## config.mk

```make
export PLATFORM = sky130hd
export DESIGN_NAME = adder_pipe_n_flat
export DESIGN_NICKNAME = d
export VERILOG_FILES = /design/src/rtl/adder_pipe_n_if.sv /design/src/rtl/adder_pipe_n.sv /design/src/flat_wrapper.sv
export SDC_FILE = /design/constraint.sdc
export NUM_CORES = 1
export LEC_CHECK = 0
export CELL_PAD_IN_SITES_DETAIL_PLACEMENT = 0
export CELL_PAD_IN_SITES_GLOBAL_PLACEMENT = 2
export CORE_UTILIZATION = 34
export CTS_BUF_LIST = sky130_fd_sc_hd__clkbuf_8
export CTS_CLUSTER_SIZE = 25
export DETAILED_ROUTE_END_ITERATION = 7
export GPL_TIMING_DRIVEN = 1
export PLACE_DENSITY_LB_ADDON = 0.1
export SYNTH_ARGS = -nofsm -noshare
export SYNTH_HDL_FRONTEND = slang
export SYNTH_SLANG_ARGS = --single-unit
export TNS_END_PERCENT = 30
```

## constraint.sdc

```tcl
create_clock -name clock -period 7.7 [get_ports clock]
set_input_delay 2.31 -clock clock [delete_from_list [all_inputs] [get_ports clock]]
set_output_delay 2.31 -clock clock [all_outputs]
set_load 0.03 [all_outputs]
```

## src/rtl/adder_pipe_n_if.sv

```systemverilog
// Handshake/data bundle for adder_pipe_n: operand side (in_*) and result side (out_*).
// ADDER_PIPE_SUB_EN adds the in_sub operand-side signal.
interface adder_pipe_n_if #(
  parameter int unsigned WIDTH = 32
);
  logic             in_valid;
  logic             in_ready;
  logic [WIDTH-1:0] in_1;
  logic [WIDTH-1:0] in_2;
  logic             in_carry;
`ifdef ADDER_PIPE_SUB_EN
  logic             in_sub;
`endif
  logic             out_valid;
  logic             out_ready;
  logic [WIDTH:0]   out_sum;

`ifdef ADDER_PIPE_SUB_EN
  modport master (
    output in_valid, in_1, in_2, in_carry, in_sub, out_ready,
    input  in_ready, out_valid, out_sum
  );
  modport slave (
    input  in_valid, in_1, in_2, in_carry, in_sub, out_ready,
    output in_ready, out_valid, out_sum
  );
`else
  modport master (
    output in_valid, in_1, in_2, in_carry, out_ready,
    input  in_ready, out_valid, out_sum
  );
  modport slave (
    input  in_valid, in_1, in_2, in_carry, out_ready,
    output in_ready, out_valid, out_sum
  );
`endif
endinterface

```

## src/rtl/adder_pipe_n.sv

```systemverilog
// STAGES-deep pipelined WIDTH-bit adder; one CHUNK of the carry chain per stage, global stall.
// Optional subtract mode (in_sub) is built when ADDER_PIPE_SUB_EN is defined.
module adder_pipe_n #(
  parameter int unsigned WIDTH  = 32,
  parameter int unsigned STAGES = 2
) (
  input  logic          clock,
  input  logic          reset,
  adder_pipe_n_if.slave bus
);
  localparam int unsigned CHUNK = WIDTH / STAGES;
  localparam int unsigned LAST  = STAGES - 1;

  logic             adv;

  logic [WIDTH-1:0] a_q     [STAGES];
  logic [WIDTH-1:0] b_q     [STAGES];
  logic [WIDTH-1:0] sum_q   [STAGES];
  logic             carry_q [STAGES];
  logic             valid_q [STAGES];

  logic [WIDTH-1:0] a_d     [STAGES];
  logic [WIDTH-1:0] b_d     [STAGES];
  logic [WIDTH-1:0] sum_d   [STAGES];
  logic             carry_d [STAGES];
  logic             valid_d [STAGES];

  logic [WIDTH-1:0] a_in    [STAGES];
  logic [WIDTH-1:0] b_in    [STAGES];
  logic [WIDTH-1:0] s_in    [STAGES];
  logic             c_in    [STAGES];
  logic             v_in    [STAGES];
  logic [CHUNK:0]   part    [STAGES];

  always_comb begin
    adv = bus.out_ready || !valid_q[LAST];
  end

  assign bus.in_ready  = adv;
  assign bus.out_valid = valid_q[LAST];
  assign bus.out_sum   = {carry_q[LAST], sum_q[LAST]};

  // Subtraction folds into the add at entry (invert B, force carry-in), so later
  // stages never need to know the operation.
  always_comb begin
    a_in = '{default: '0};
    b_in = '{default: '0};
    s_in = '{default: '0};
    c_in = '{default: 1'b0};
    v_in = '{default: 1'b0};
    a_in[0] = bus.in_1;
`ifdef ADDER_PIPE_SUB_EN
    b_in[0] = bus.in_sub ? ~bus.in_2 : bus.in_2;
    c_in[0] = bus.in_sub ? 1'b1 : bus.in_carry;
`else
    b_in[0] = bus.in_2;
    c_in[0] = bus.in_carry;
`endif
    v_in[0] = bus.in_valid && adv;
    for (int unsigned k = 1; k < STAGES; k++) begin
      a_in[k] = a_q[k-1];
      b_in[k] = b_q[k-1];
      s_in[k] = sum_q[k-1];
      c_in[k] = carry_q[k-1];
      v_in[k] = valid_q[k-1];
    end
  end

  // Operand bits already consumed are zeroed so they do not travel further.
  always_comb begin
    logic [WIDTH-1:0] ones;
    logic [WIDTH-1:0] keep;
    ones    = '1;
    keep    = '0;
    part    = '{default: '0};
    a_d     = '{default: '0};
    b_d     = '{default: '0};
    sum_d   = '{default: '0};
    carry_d = '{default: 1'b0};
    valid_d = '{default: 1'b0};
    for (int unsigned k = 0; k < STAGES; k++) begin
      part[k]  = {1'b0, a_in[k][k*CHUNK +: CHUNK]}
               + {1'b0, b_in[k][k*CHUNK +: CHUNK]}
               + {{CHUNK{1'b0}}, c_in[k]};
      sum_d[k] = s_in[k];
      sum_d[k][k*CHUNK +: CHUNK] = part[k][CHUNK-1:0];
      carry_d[k] = part[k][CHUNK];
      keep       = ones << ((k + 1) * CHUNK);
      a_d[k]     = a_in[k] & keep;
      b_d[k]     = b_in[k] & keep;
      valid_d[k] = v_in[k];
    end
  end

  // The output stage only loads on a valid slot, so out_sum holds through bubbles.
  always_ff @(posedge clock or posedge reset) begin
    if (reset) begin
      for (int unsigned k = 0; k < STAGES; k++) begin
        a_q[k]     <= '0;
        b_q[k]     <= '0;
        sum_q[k]   <= '0;
        carry_q[k] <= 1'b0;
        valid_q[k] <= 1'b0;
      end
    end else if (adv) begin
      for (int unsigned k = 0; k < STAGES; k++) begin
        valid_q[k] <= valid_d[k];
        if ((k != LAST) || valid_d[k]) begin
          a_q[k]     <= a_d[k];
          b_q[k]     <= b_d[k];
          sum_q[k]   <= sum_d[k];
          carry_q[k] <= carry_d[k];
        end
      end
    end
  end
endmodule

```

## src/flat_wrapper.sv

```systemverilog
// flat-port wrapper written by rule: the top's interface ports become plain ports
module adder_pipe_n_flat 
#(
  parameter int unsigned WIDTH  = 32,
  parameter int unsigned STAGES = 2
)
  (clock, reset, bus_in_valid, bus_in_1, bus_in_2, bus_in_carry, bus_out_ready, bus_in_ready, bus_out_valid, bus_out_sum);
  adder_pipe_n_if #(.WIDTH(WIDTH)) bus_i ();
  input  logic clock;
  input  logic reset;
  input wire logic [$bits(bus_i.in_valid)-1:0] bus_in_valid;
  input wire logic [$bits(bus_i.in_1)-1:0] bus_in_1;
  input wire logic [$bits(bus_i.in_2)-1:0] bus_in_2;
  input wire logic [$bits(bus_i.in_carry)-1:0] bus_in_carry;
  input wire logic [$bits(bus_i.out_ready)-1:0] bus_out_ready;
  output wire logic [$bits(bus_i.in_ready)-1:0] bus_in_ready;
  output wire logic [$bits(bus_i.out_valid)-1:0] bus_out_valid;
  output wire logic [$bits(bus_i.out_sum)-1:0] bus_out_sum;
  assign bus_i.in_valid = bus_in_valid;
  assign bus_i.in_1 = bus_in_1;
  assign bus_i.in_2 = bus_in_2;
  assign bus_i.in_carry = bus_in_carry;
  assign bus_i.out_ready = bus_out_ready;
  assign bus_in_ready = bus_i.in_ready;
  assign bus_out_valid = bus_i.out_valid;
  assign bus_out_sum = bus_i.out_sum;
  adder_pipe_n #(.WIDTH(WIDTH), .STAGES(STAGES)) u_core (.clock(clock), .reset(reset), .bus(bus_i));
endmodule
```

==> metrics, run 1 <==
Synth async-reset ratio 1.00; initial antenna violation count 0; starting density of the core 0.354; Clock Latency Late Sink between 0.3 and 0.4 ns; main combinational cell family by area after synthesis simple AND/OR/NAND/NOR gates; die area around 14,000 µm²; CP Capture Type output port; DRT antenna net count 0; die width around 120 µm; # setup viols final 0; CP Launch Type primary input; Syn. warnings 0; Post-Syn Nets about 600; post-synthesis simple-gate area fraction 0.161; vias in the first global route roughly 3,600; fraction of layout cells with a size suffix above 1 0.0832; number of CTS-inserted buffers 9; global-route wire length before repair approximately 17 mm; worst setup path class in -> out; crit path cell chain clkdlybuf4s50_1 > nor2b_4 > inv_2 > clkdlybuf4s50_1; RSZ-0062 raised after global routing false; Crit path top cell by count clkdlybuf4s50_1; slowest stage delay, CP between 0.6 and 0.7 ns; pin count of the biggest net entering global routing between 80 and 90; relative slew slack 0.284; CP Data Arrival Time approximately 3.6 ns; Seq cells post-synth between 80 and 90; Pwr per Cell Area between 200 and 300 nW/µm²; fmax between 0.15 and 0.2 GHz; Hold Path Class reg -> reg; Worst VDD drop approximately 0.083 mV; post-layout instance area ~6000 µm²; WL per Instance between 10 and 15 µm; post-synthesis compound-gate area fraction 0.157; Pleak approximately 2.7 nW; Hold Buf Count CTS 0; critical path peak fanout 2; DR vias/cell 4.76; TritonCTS clock tree built; root buffer cell clkbuf_8; Critical Path RT roughly 5.4 ns; commonest non-fill, non-tap cell in the layout nand2_1; core area about 13,000 µm²; IO buf count about 100; Post-Synth XOR/XNOR Area 0.0502; Final Max Tran Viols 0; Mapped Area 4540 µm²; post_cts resized 0; status completed; Post-CTS Setup Bufs 0; Setup Skew about 0.0073 ns; 1st-iter DRT viols around 130; die height approximately 120 µm; max-cap violation count 0; slowest CP cell clkdlybuf4s50_1; Worst Max-Slew Pin Slew 1.07 ns; most frequent cells in the layout nand2_1, clkdlybuf4s50_1, dfrtp_1; sequential-to-total area share from yosys stat 0.463; Final Hold Viols 0; mux share of post-synthesis cell area 0.0472; area grow syn2layout 30.9%; Post-DP Area about 5700 µm²; via count 3,623; period utilization 0.771; Synth Area in Adders 0.100; clk slew on worst S/H paths ~0.080 ns; synth unique cells 43; Sum Neg Setup Slack 0 ns; Tmin final ~5.9 ns; clock buffer depth 2; Main synth FF type dfrtp_1; Placer Congestion 0.851; clk sinks 84; H-tree levels 3; Syn Inst Count 485; Rows a little over 40; total track usage 0.153; Avg Inst Size Synth 9.35 µm²; antenna cells 0; DR DRC count 0; Post-Route WL between 10 and 15 mm; DP Wirelength 7.36 mm; I/O pins roughly 100; Initial DRT Pass Iterations 4; total gr overflow 0; Post-synth EDFFs 0; Final #Nets 687
where the power goes:
group / switching [mW] / leakage, nW / internal [mW]
combinational: 0.414 / 1.60 / 0.336
clock: 0.156 / 0.0982 / 0.142
sequential: 0.0679 / 0.998 / 0.568
total: 0.637 / 2.70 / 1.05
metrics by stage:
step	std cells	setup slack, ns	hold WS (ns)	util	power (mW)
6_report	761	1.76	0.466	0.463	1.68
5_1_grt	761	1.74	0.502	0.463	1.80
4_1_cts	761	1.75	0.472	0.463	1.71
3_5_place_dp	745	1.76	0.453	0.448	1.41
3_3_place_gp	745	1.75	0.445	0.448	1.39
2_1_floorplan	485	2.18	0.435	-	1.11
layer usage:
| layer | up-vias | track usage | wire length, µm |
|---|---|---|---|
| met5 | - | 0 | 0 |
| met4 | 0 | 0.0713 | 204 |
| met3 | 15 | 0.0233 | 389 |
| met2 | 77 | 0.263 | 4930 |
| met1 | 1665 | 0.188 | 4730 |
| li1 | 1866 | - | - |
logic make-up (layout without fill, tap and decap cells):
logic type / count (synthesis) / count (layout)
compound gates: 116 / 116
fa+ha+maj: 34 / 34
simple gates: 180 / 180
flops: 84 / 84
buf+inv: 26 / 130
mux: 19 / 19
xor+xnor: 26 / 26
state kept, by name, summed over array words and instances, names as in the netlist:
signal / cells
u_core.a_in: 16
u_core.c_in: 1
u_core.bus.out_sum: 33
u_core.s_in: 16
u_core.b_in: 16
u_core.v_in: 1
u_core.bus.out_valid: 1
final cells by class:
cell class / count / area, µm²
Fill cell: 1300 / 6890
Multi-Input combinational cell: 375 / 2350
Sequential cell: 84 / 2100
Timing Repair Buffer: 106 / 1050
Tap cell: 172 / 215
Clock buffer: 12 / 165
Inverter: 8 / 31.3
Clock inverter: 4 / 22.5
critical path, delay by kind of cell:
| kind | cells | cell delay [ns] |
|---|---|---|
| buffers and inverters | 3 | 1.25 |
| AND/OR/NAND/NOR | 1 | 0.07 |
worst paths after layout:
kind | start | end | slack (ns) | cells past startpoint
min | u_core.s_in[0] | u_core.s_in[0] | 0.47 | 2
min in group asynchronous | reset | u_core.b_in[16] | 2.58 | 3
min reg2reg | u_core.s_in[0] | u_core.s_in[0] | 0.47 | 2
max in group asynchronous | reset | u_core.bus.out_sum[29] | 4.39 | 3
max reg2reg | u_core.c_in[0] | u_core.bus.out_sum[30] | 4.95 | 8
max | bus_out_ready | bus_in_ready | 1.76 | 4
cell usage after synthesis, drive strengths merged, types with 2 or more instances:
| master | count | area (µm²) |
|---|---|---|
| a21oi | 37 | 185 |
| clkbuf | 16 | 60.1 |
| xor2 | 16 | 140 |
| o21bai | 4 | 30.0 |
| mux2 | 19 | 214 |
| fa | 4 | 80.1 |
| nor2 | 20 | 75.1 |
| nand4 | 2 | 12.5 |
| o21ai | 33 | 169 |
| nand3 | 4 | 25.0 |
| o31ai | 2 | 15.0 |
| buf | 2 | 7.51 |
| o211ai | 6 | 45.0 |
| nand2 | 141 | 529 |
| a211oi | 6 | 45.0 |
| a21o | 14 | 106 |
| o31a | 2 | 18.8 |
| nor3 | 4 | 20.0 |
| inv | 8 | 30.0 |
| o21a | 3 | 22.5 |
| nor2b | 3 | 18.8 |
| xnor2 | 10 | 87.6 |
| dfrtp | 84 | 2100 |
| nor3b | 2 | 15.0 |
| ha | 30 | 375 |
(Power assumes the default switching activity.)
==> run 2: changes to the inputs <==
Settings changed: CORE_UTILIZATION 34 to 31.
Clock period 7.7 ns to 5.9 ns, I/O delays scaled along.
==> metrics, run 2 (synthesis gave the netlist of run 1 again) <==
Post-Route WL 10.4 mm (+1.1%); max-cap violation count 0 (unchanged); DRT antenna net count 0 (unchanged); Final Max Tran Viols 0 (unchanged); starting density of the core 0.322 (-0.0319); Hold Buf Count CTS 0 (unchanged); RSZ-0062 raised after global routing false; fmax roughly 0.21 GHz; Critical Path RT 4.13 ns (-1.26 ns); status completed; via count 3,626 (+0.083%); FF-to-FF Start u_core.c_in[0]; launch point of the worst path bus_out_ready; DR vias/cell 4.72 (-0.96%); IO buf count 103 (unchanged); Worst Max-Slew Pin Slew 0.987 ns (-0.0860 ns); clk slew on worst S/H paths 0.08 ns (about the same); relative slew slack 0.341 (+0.0566); total track usage 0.145 (-0.00802); commonest non-fill, non-tap cell in the layout nand2_1; post_cts resized 0 (unchanged); 1st-iter DRT viols 201 (+53%); die height 123 µm (+4.6%); period utilization 0.813; Final Hold Viols 0 (unchanged); vias in the first global route 3,525 (-2.7%); DP Wirelength 7.54 mm (+2.5%); critical path peak fanout 2 (unchanged); most frequent cells in the layout nand2_1, clkdlybuf4s50_1, dfrtp_1; core area 14,100 µm² (+9.9%); number of CTS-inserted buffers 9 (unchanged); DR DRC count 0 (unchanged); CP Data Arrival Time 3.03 ns (-0.60 ns); H-tree levels 3 (unchanged); Post-DP Area 5760 µm² (+0.17%); Initial DRT Pass Iterations 6 (+2); Final #Nets 687 (unchanged); die width 123 µm (+4.6%); # setup viols final 0 (unchanged); I/O pins 104 (unchanged); global-route wire length before repair 16.9 mm (unchanged); Hold Path Class reg -> reg; Setup Skew 0.0111 ns (+0.00389 ns); die area 15,100 µm² (+9.5%); CP Launch Type primary input; Pwr per Cell Area 386 nW/µm² (+36%); clock buffer depth 2 (unchanged); Pleak 2.73 nW (+1.2%); R2R Setup Slk 3.06 ns (-1.89 ns); worst setup path class in -> out; WL per Instance 13.5 µm (about the same); Tmin final about 4.8 ns; root buffer cell clkbuf_8; Worst VDD drop 0.121 mV (+46%); area grow syn2layout 32.7%; min-delay src u_core.a_in[23]; initial antenna violation count 0 (unchanged); antenna cells 0 (unchanged); TritonCTS clock tree built; Clock Latency Late Sink 0.35 ns (about the same); Sum Neg Setup Slack 0 ns (unchanged); fraction of layout cells with a size suffix above 1 0.0832 (unchanged); clk sinks 84 (unchanged); pin count of the biggest net entering global routing 58 (-32%); CP Capture Type output port; Post-CTS Setup Bufs 0 (unchanged); Rows 43 (+4.9%); Placer Congestion 0.783 (-8.0%); Largest register FFs 33 (unchanged); total gr overflow 0 (unchanged); post-layout instance area 6020 µm² (+1.4%)
==> run 2: cell types whose count changed in the layout (fill, tap and decap cells not counted) <==
cell / previous run / this run
bufinv_16: 0 / 3
clkinv_2: 4 / 1
clkinv_4: 0 / 2
clkbuf_8: 12 / 11
clkinvlp_4: 1 / 0
==> run 2: per-stage QoR <==
step | setup WS (ns) | power (mW) | utilization | hold WS, ns | cells
floorplan | 1.46 | 1.45 | - | 0.435 | 485
global placement | 1.08 | 1.82 | 0.408 | 0.450 | 753
detailed placement | 1.09 | 1.83 | 0.408 | 0.461 | 753
CTS | 1.09 | 2.36 | 0.427 | 0.482 | 769
global route | 1.05 | 2.48 | 0.427 | 0.492 | 769
finish | 1.10 | 2.32 | 0.427 | 0.477 | 769
==> run 2: worst paths after layout <==
| check | end | cells past startpoint |
|---|---|---|
| setup / recovery | bus_in_ready | 4 |
| hold / removal | u_core.a_in[23] | 2 |
| setup reg to reg | u_core.bus.out_sum[28] | 8 |
| hold reg to reg | u_core.a_in[23] | 2 |
| max in group asynchronous | u_core.s_in[11] | 3 |
| min in group asynchronous | u_core.bus.out_sum[15] | 2 |
==> run 2: per-layer routing <==
layer,GRT usage,vias to the layer above,part of all wire
met5,0,-,0
li1,-,1858,-
met2,0.248,74,0.48
met4,0.0511,0,0.015
met1,0.183,1682,0.47
met3,0.0254,12,0.028
==> run 2: layout make-up <==
cell class,count,area [µm²]
Fill cell,1437,8080
Clock inverter,5,108
Tap cell,180,225
Multi-Input combinational cell,375,2350
Inverter,8,31.3
Timing Repair Buffer,106,1050
Sequential cell,84,2100
Clock buffer,11,151
==> run 2: power by group <==
group,switching (mW),total [mW],internal [mW]
clock,0.209,0.515,0.306
combinational,0.538,0.975,0.437
sequential,0.0915,0.832,0.741
total,0.838,2.32,1.48
==> run 2: critical path: stages <==
cell,delay [ns]
clkdlybuf4s50_1,0.50
nor2b_4,0.05
inv_2,0.05
clkdlybuf4s50_1,0.66
